==> src/rtl/overcooked_pkg.sv <==
// Shared object codes, facing directions and grid dimensions for the kitchen grid.
package overcooked_pkg;

  localparam int unsigned GRID_COLS = 13;
  localparam int unsigned GRID_ROWS = 8;

  typedef enum logic [1:0] {
    DIR_LEFT  = 2'd0,
    DIR_RIGHT = 2'd1,
    DIR_UP    = 2'd2,
    DIR_DOWN  = 2'd3
  } dir_e;

  typedef enum logic [3:0] {
    G_EMPTY         = 4'd0,
    G_ONION_WHOLE   = 4'd1,
    G_ONION_CHOPPED = 4'd2,
    G_BOWL_EMPTY    = 4'd3,
    G_BOWL_FULL     = 4'd4,
    G_POT_EMPTY     = 4'd5,
    G_POT_RAW       = 4'd6,
    G_POT_COOKED    = 4'd7,
    G_POT_FIRE      = 4'd8,
    G_FIRE          = 4'd9,
    G_EXTINGUISHER  = 4'd10
  } obj_e;

endpackage

==> src/rtl/check_in_front.sv <==
// Registered lookup of the grid cell the player faces, with bounds detection.
module check_in_front
  import overcooked_pkg::*;
#(
  parameter int unsigned GRID_W = GRID_COLS,
  parameter int unsigned GRID_H = GRID_ROWS
) (
  input  logic                               clk_in,
  input  logic                               rstn_in,
  input  logic [1:0]                         player_direction,
  input  logic [3:0]                         grid_x,
  input  logic [2:0]                         grid_y,
  input  logic [GRID_H-1:0][GRID_W-1:0][3:0] object_grid,
  output logic [3:0]                         object,
  output logic [3:0]                         front_x,
  output logic [2:0]                         front_y,
  output logic                               in_bounds
);

  localparam logic [4:0] W_EXT = 5'(GRID_W);
  localparam logic [3:0] H_EXT = 4'(GRID_H);

  logic [4:0] nx;
  logic [3:0] ny;
  logic       pos_ok;
  logic       hit;

  logic [3:0] object_d, object_q;
  logic [3:0] front_x_d, front_x_q;
  logic [2:0] front_y_d, front_y_q;
  logic       in_bounds_d, in_bounds_q;

  // One extra bit so x-1 at 0 becomes all-ones and fails the range check.
  always_comb begin
    nx = {1'b0, grid_x};
    ny = {1'b0, grid_y};
    case (player_direction)
      DIR_LEFT:  nx = {1'b0, grid_x} - 5'd1;
      DIR_RIGHT: nx = {1'b0, grid_x} + 5'd1;
      DIR_UP:    ny = {1'b0, grid_y} - 4'd1;
      DIR_DOWN:  ny = {1'b0, grid_y} + 4'd1;
      default: ;
    endcase
  end

  assign pos_ok = ({1'b0, grid_x} < W_EXT) && ({1'b0, grid_y} < H_EXT);
  assign hit    = pos_ok && (nx < W_EXT) && (ny < H_EXT);

  always_comb begin
    object_d    = G_EMPTY;
    front_x_d   = grid_x;
    front_y_d   = grid_y;
    in_bounds_d = 1'b0;
    if (hit) begin
      object_d    = object_grid[ny[2:0]][nx[3:0]];
      front_x_d   = nx[3:0];
      front_y_d   = ny[2:0];
      in_bounds_d = 1'b1;
    end
  end

  always_ff @(posedge clk_in) begin
    if (!rstn_in) begin
      object_q    <= '0;
      front_x_q   <= '0;
      front_y_q   <= '0;
      in_bounds_q <= 1'b0;
    end else begin
      object_q    <= object_d;
      front_x_q   <= front_x_d;
      front_y_q   <= front_y_d;
      in_bounds_q <= in_bounds_d;
    end
  end

  assign object    = object_q;
  assign front_x   = front_x_q;
  assign front_y   = front_y_q;
  assign in_bounds = in_bounds_q;

endmodule

==> config.mk <==
export PLATFORM = sky130hd
export DESIGN_NAME = check_in_front
export DESIGN_NICKNAME = d
export VERILOG_FILES = /design/src/rtl/overcooked_pkg.sv /design/src/rtl/check_in_front.sv
export SDC_FILE = /design/constraint.sdc
export NUM_CORES = 1
export LEC_CHECK = 0
export BUFFER_PORTS_ARGS = -buffer_cell sky130_fd_sc_hd__buf_2
export CORE_AREA = 2 2 172 174
export CTS_CLUSTER_SIZE = 16
export DETAILED_ROUTE_END_ITERATION = 12
export DIE_AREA = 0 0 174 176
export PLACE_DENSITY = 0.61
export SETUP_SLACK_MARGIN = 0.3
export SKIP_LAST_GASP = 1
export SYNTH_ARGS = -nofsm -noshare
export SYNTH_HDL_FRONTEND = slang
export SYNTH_SLANG_ARGS = --single-unit
==> constraint.sdc <==
create_clock -name clk_in -period 8.51 [get_ports clk_in]
set_input_delay 0.851 -clock clk_in [delete_from_list [all_inputs] [get_ports clk_in]]
set_output_delay 0.851 -clock clk_in [all_outputs]
set_load 0.1 [all_outputs]
# Word-level counts from Yosys, hierarchy flattened
# Cells that the tools add are included.
dict set report word_totals {
  out_inout_bits 12
  input_bits 427
  wordCells 29
  regBits 12
}
dict set report classes {
  eq_ne 3
  n_reduce_logical 4
  magnitude_cmp 5
  addsub 4
  muxes 9
}
# cell count
set op_table {}
lappend op_table {{$bmux W52 S3} 1}
lappend op_table {{$mux W52} 1}
lappend op_table {{$bmux W4 S4} 1}
lappend op_table {{$pmux W5 S2} 1}
lappend op_table {{$lt A4 B4 Y1 const B} 2}
lappend op_table {{$mux W4} 2}
lappend op_table {{$pmux W4 S2} 1}
lappend op_table {{$add A4 B1 Y5 const B} 1}
lappend op_table {{$lt A4 B5 Y1 const B} 1}
lappend op_table {{$lt A5 B4 Y1 const B} 1}
lappend op_table {{$sub A4 B1 Y5 const B} 1}
lappend op_table {{$add A3 B1 Y4 const B} 1}
lappend op_table {{$eq A2 B2 Y1 const B} 2}
lappend op_table {{$lt A3 B4 Y1 const B} 1}
lappend op_table {{$sub A3 B1 Y4 const B} 1}
lappend op_table {{$mux W3} 1}
lappend op_table {{$eq A2 B1 Y1 const B} 1}
lappend op_table {{$logic_and A1 B1 Y1} 2}
lappend op_table {{$logic_not A2 Y1} 1}
lappend op_table {{$reduce_and A2 Y1} 1}
lappend op_table {{$mux W1} 1}

# Logic depth before layout (Yosys ltp)
dict set report logic_depth {
  ltp_word 6
  ltp_mapped 19
  depth_no_buf 13
}

# Least setup slack after synthesis
# OpenSTA, ideal clock, no wires.
dict set report synth_path {
  path_kind {input-to-reg}
  from {in player_direction[1]}
  to {reg object_q[3] (netlist: object[3])}
  t_arrival_ps 4191
  setup_slack_ps 4233
  n_path_buf 8
  path_stages 18
  required_ps 8424
  setup_time_ps 86
  path_cell_list {buf_4 -> buf_6 -> buf_2 -> buf_2 -> buf_1 -> nand2_1 -> inv_1 -> fa_1 -> buf_2 -> nor2b_1 -> clkbuf_1 -> clkbuf_1 -> a22o_1 -> a221oi_1 -> mux4_2 -> o22ai_1 -> nor3_1 -> a211oi_1}
}
dict set report synth_between {
  elab_chain_len 6
  elab_cells_between_ends 15
  cone_classes {order compare (2); eq/ne (3); mux (6); reduce/logical (4)}
}
# element line_no
set synth_rtl {}
lappend synth_rtl {{start: declaration} check_in_front.sv:10} ;# input logic [1:0] player_direction,
lappend synth_rtl {{$eq A2 B2 Y1 (tied with other cells)} check_in_front.sv:37} ;# case (player_direction)
lappend synth_rtl {{$pmux W4 S2 / $pmux W5 S2 (equally long branches)} check_in_front.sv:37}
lappend synth_rtl {{$bmux W52 S3 / $lt A5 B4 Y1 (equally long branches)} {check_in_front.sv:55, check_in_front.sv:47}}
lappend synth_rtl {{$mux W52 (implied by the code) / $logic_and A1 B1 Y1 (equally long branches)} {check_in_front.sv:55, check_in_front.sv:47}}
lappend synth_rtl {{$bmux W4 S4 / $logic_and A1 B1 Y1 (equally long branches)} {check_in_front.sv:55, check_in_front.sv:47}}
lappend synth_rtl {{$mux W4 (implied by the code) / $reduce_and A2 Y1 (equally long branches)} -}
lappend synth_rtl {{end signal: assignment} check_in_front.sv:69} ;# object_q <= object_d;
lappend synth_rtl {{end: declaration} check_in_front.sv:28} ;# logic [3:0] object_d, object_q;
# Parallel ways exist; a longest one is shown, timed or not. The select of a mux whose other input is x is not followed.
# A chain may end at the register's enable or synchronous reset.

# Final worst setup path
dict set report layout_path {
  from {in player_direction[1]}
  to {reg object_q[2] (netlist: object[2])}
}
# The elaborated chain is that of the path after synthesis.

==> metrics.log <==
[metrics] status: finished clean
[metrics] switching share of total power: 51.9%
[metrics] post-synth design cell area: 0.00667 mm²
[metrics] pin count of the biggest net entering global routing: 110
[metrics] area of the core region: 0.0285 mm²
[metrics] area post-placement: 0.00899 mm²
[metrics] count of final max-slew check failures: 0
[metrics] Detailed Routing Iterations Pass 1: 6
[metrics] max-capacitance violation count: 0
[metrics] chip height: roughly 180 µm
[metrics] Internal Dissipation: ~420 µW
[metrics] power density relative to cell area: 97.3 mW/mm²
[metrics] Avg Inst Size Synth: 7.39 µm²
[metrics] clock tree from TritonCTS: done
[metrics] min setup slack post-route: 3.74 ns
[metrics] Mapped Nets: 1,336
[metrics] DRC violation total after the first TritonRoute iteration: 731
[metrics] worst slew margin relative to its limit: 20.0%
[metrics] sequential share of power: 7.5%
[metrics] highest net fanout along the worst path: 61
[metrics] vias in the first global route: roughly 9,100
[metrics] total routing resource utilization after global routing: 22.1%
[metrics] share of cells above drive strength 1: 43.3%
[metrics] part of the total power dissipated in the clock network: 9.8%
[metrics] flip-flop and latch count after synthesis: 12
[metrics] Layout area overhead: 36.1%
[metrics] count of filler cells inserted in the layout: between 3,000 and 4,000
[metrics] max frequency: approximately 210 MHz
[metrics] worst path arrival time: roughly 5 ns
[metrics] critical path launch point type: input port
[metrics] Final Instance Area: 0.00908 mm²
[metrics] Post-synth EDFFs: 0
[metrics] via count: 9,711
[metrics] top post-synthesis cells by count: 211 x sky130_fd_sc_hd__o22ai_1, 98 x sky130_fd_sc_hd__nor3_1, 57 x sky130_fd_sc_hd__buf_2
[metrics] clock sink count: 12
[metrics] number of setup violations in the final report: 0
[metrics] number of rows in the core area: 62
[metrics] Setup Slack @ Placement: approximately 3.5 ns
[metrics] top cell type's share of synthesized area: 19.8%
[metrics] drt total wl: 36.5 mm
[metrics] maximum level of the CTS H-tree: 1
[metrics] worst hold stages: 2
[metrics] number of vias per cell: 5.93
[metrics] Final Hold Fails: 0
[metrics] Setup TNS Final: 0 ns
[metrics] root buf cell: sky130_fd_sc_hd__clkbuf_16
[metrics] Setup Buffers After CTS: 0
[metrics] hold path startpoint: rstn_in
[metrics] Sw Pwr: between 400 and 500 µW
[metrics] unrepaired setup endpoints after global routing: no
[metrics] antenna-violating nets left: 0
[metrics] mean routed wirelength per cell: approximately 22 µm
[metrics] proportion of synthesized chip area in sequential cells: roughly 3.6%
[metrics] quantity of gates resized following cts: 0
[metrics] gate count after technology mapping: 902
[metrics] main flop type after synthesis: sky130_fd_sc_hd__dfxtp_1
[metrics] top cells by area, synth: sky130_fd_sc_hd__o22ai_1 20%, sky130_fd_sc_hd__mux4_2 14%, sky130_fd_sc_hd__mux2i_1 8.4%
[metrics] final cycle utilization of the critical path: 56.1%
[metrics] maximum VDD drop: 50.3 µV
[metrics] deepest clock path buffer count: 2
[metrics] count of different cell masters after synthesis: 61
[metrics] Sequential cell area: 240 µm²
[metrics] most common cell in the synthesized netlist: sky130_fd_sc_hd__o22ai_1
[metrics] Clk pin slew, worst setup/hold paths: 0.04 ns
[metrics] combinational share of power: 82.7%
[metrics] full die area: 0.0306 mm²
[metrics] Net count, final: about 1,700
[metrics] area occupied by multi-input gates: 0.00588 mm²
[metrics] Leakage Power: ~0.0038 µW
[metrics] DRC viols: 0
[metrics] YS warnings: 0
[metrics] count of boundary I/O pins: 439
[metrics] Critical Path End Type: flop
[metrics] cell type with the largest total area after synthesis: sky130_fd_sc_hd__o22ai_1
[metrics] number of CTS-inserted buffers: 3
[metrics] wire length of the first global-routing pass: around 53 mm
[metrics] DPL Wire Length: 28.9 mm
[metrics] Worst Hold Class: input port to flop
[metrics] initial antenna violation count: 10
[metrics] Initial Utilization: around a quarter
[metrics] Async SR Flop Fraction: 0%
[metrics] slew at the pin with the worst max-slew slack: 1.17 ns
[metrics] category of the most critical setup path: input port to flop
[metrics] CP Data Required Time: 8.59 ns
[metrics] RD Place Congestion: 0.891
[metrics] Die Wd: 174 µm
[metrics] number of port buffers: 438
[metrics] end point of the most critical hold path: front_x[2]
[metrics] post-layout minimum cycle time: 4.77 ns
[metrics] total power after layout: 883 µW
[metrics] CTS Hold Bufs: 0
[metrics] global route overflow: 0
## registers in the layout, indices dropped and copies added (netlist names)
name,cells
in_bounds,1
object,4
front_y,3
front_x,4
## critical path, cell delays in order
cell,delay [ns]
sky130_fd_sc_hd__buf_2,0.21
sky130_fd_sc_hd__nand2_1,0.16
sky130_fd_sc_hd__inv_1,0.07
sky130_fd_sc_hd__fa_2,0.53
sky130_fd_sc_hd__buf_4,0.49
sky130_fd_sc_hd__nand2_4,0.49
sky130_fd_sc_hd__o22ai_1,0.26
sky130_fd_sc_hd__nor4_1,0.06
sky130_fd_sc_hd__a2111oi_0,1.03
sky130_fd_sc_hd__a211oi_1,0.23
sky130_fd_sc_hd__a311oi_1,0.34
sky130_fd_sc_hd__a311oi_1,0.08
## layout by cell type, fill, tap and decap left out, types with 5 or more instances in the layout
cell                          n
sky130_fd_sc_hd__buf_2      437
sky130_fd_sc_hd__o21ai_0     14
sky130_fd_sc_hd__a221oi_1    40
sky130_fd_sc_hd__nor4_1      16
sky130_fd_sc_hd__a21oi_1     12
sky130_fd_sc_hd__o22ai_1    211
sky130_fd_sc_hd__a22o_1      20
sky130_fd_sc_hd__a22oi_1      9
sky130_fd_sc_hd__o41ai_1      5
sky130_fd_sc_hd__nand3b_1    18
sky130_fd_sc_hd__nand3_1      9
sky130_fd_sc_hd__nand2_1     31
sky130_fd_sc_hd__nor2b_1      8
sky130_fd_sc_hd__o2111ai_1   21
sky130_fd_sc_hd__diode_2      7
sky130_fd_sc_hd__mux2i_1     56
sky130_fd_sc_hd__or3_1       22
sky130_fd_sc_hd__o221ai_1     7
sky130_fd_sc_hd__nor3_1      98
sky130_fd_sc_hd__xnor2_1      6
sky130_fd_sc_hd__or3b_2      18
sky130_fd_sc_hd__inv_1        9
sky130_fd_sc_hd__mux4_2      41
sky130_fd_sc_hd__dfxtp_1     12
sky130_fd_sc_hd__a211oi_1     6
sky130_fd_sc_hd__ha_1         5
sky130_fd_sc_hd__nor2_1      32
sky130_fd_sc_hd__buf_4       21
sky130_fd_sc_hd__o311ai_0     5
## worst max-delay path by stage
stage                         from         to  slack (ns)  depth (start not counted)
2_1_floorplan  player_direction[1]  object[3]        4.23                         18
3_3_place_gp   player_direction[1]  object[2]        3.51                         12
3_5_place_dp   player_direction[1]  object[2]        3.54                         12
4_1_cts        player_direction[1]  object[2]        3.78                         12
5_1_grt        player_direction[1]  object[2]        3.54                         10
6_report       player_direction[1]  object[2]        3.74                         12
## power groups by stage
stage	logic, µW	registers (µW)	clock network, µW
final	730	66.2	86.8
after global routing	792	66.8	88.8
after CTS	732	66.5	86.9
after detailed placement	730	67.4	0
after global placement	724	68.0	0
after floorplan	422	115	0
## per-layer routing
metal | track usage, % | up-vias | part of all wire [%]
li1 | - | 4543 | -
met1 | 28.8 | 4570 | 42
met2 | 38.6 | 549 | 49
met3 | 3.73 | 45 | 7.9
met4 | 4.03 | 4 | 1.8
met5 | 0 | - | 0.077
## stage by stage
step                cells  utilization, %  hold slack [ns]
finish               1638            31.8            0.921
detailed placement   1628            31.5             1.17
floorplan             902               -            0.995
global placement     1628            31.5             1.17
CTS                  1631            31.7            0.922
global route         1636            31.8            0.932
## area by class of cell
| cell class | count | area share [%] |
|---|---|---|
| Timing Repair Buffer | 458 | 25.8 |
| Multi-Input combinational cell | 763 | 64.8 |
| Sequential cell | 12 | 2.65 |
| Antenna cell | 7 | 0.193 |
| Clock buffer | 3 | 0.827 |
| Inverter | 11 | 0.455 |
| Tap cell | 384 | 5.29 |
## cells by family (layout without fill, tap and decap cells)
family                   Yosys count  in the layout  synth area share (%)
AO/OA/AOI/OAI                    381            381                  40.4
AND/OR/NAND/NOR                  268            268                  21.9
buffers and inverters            127            472                  8.78
multiplexers                      98             98                  22.4
flip-flops                        12             12                  3.60
XOR/XNOR                           9              9                  1.41
adder cells (fa/ha/maj)            7              7                  1.54
other                              0              7                     0
Power figures use the tool's default switching activity.
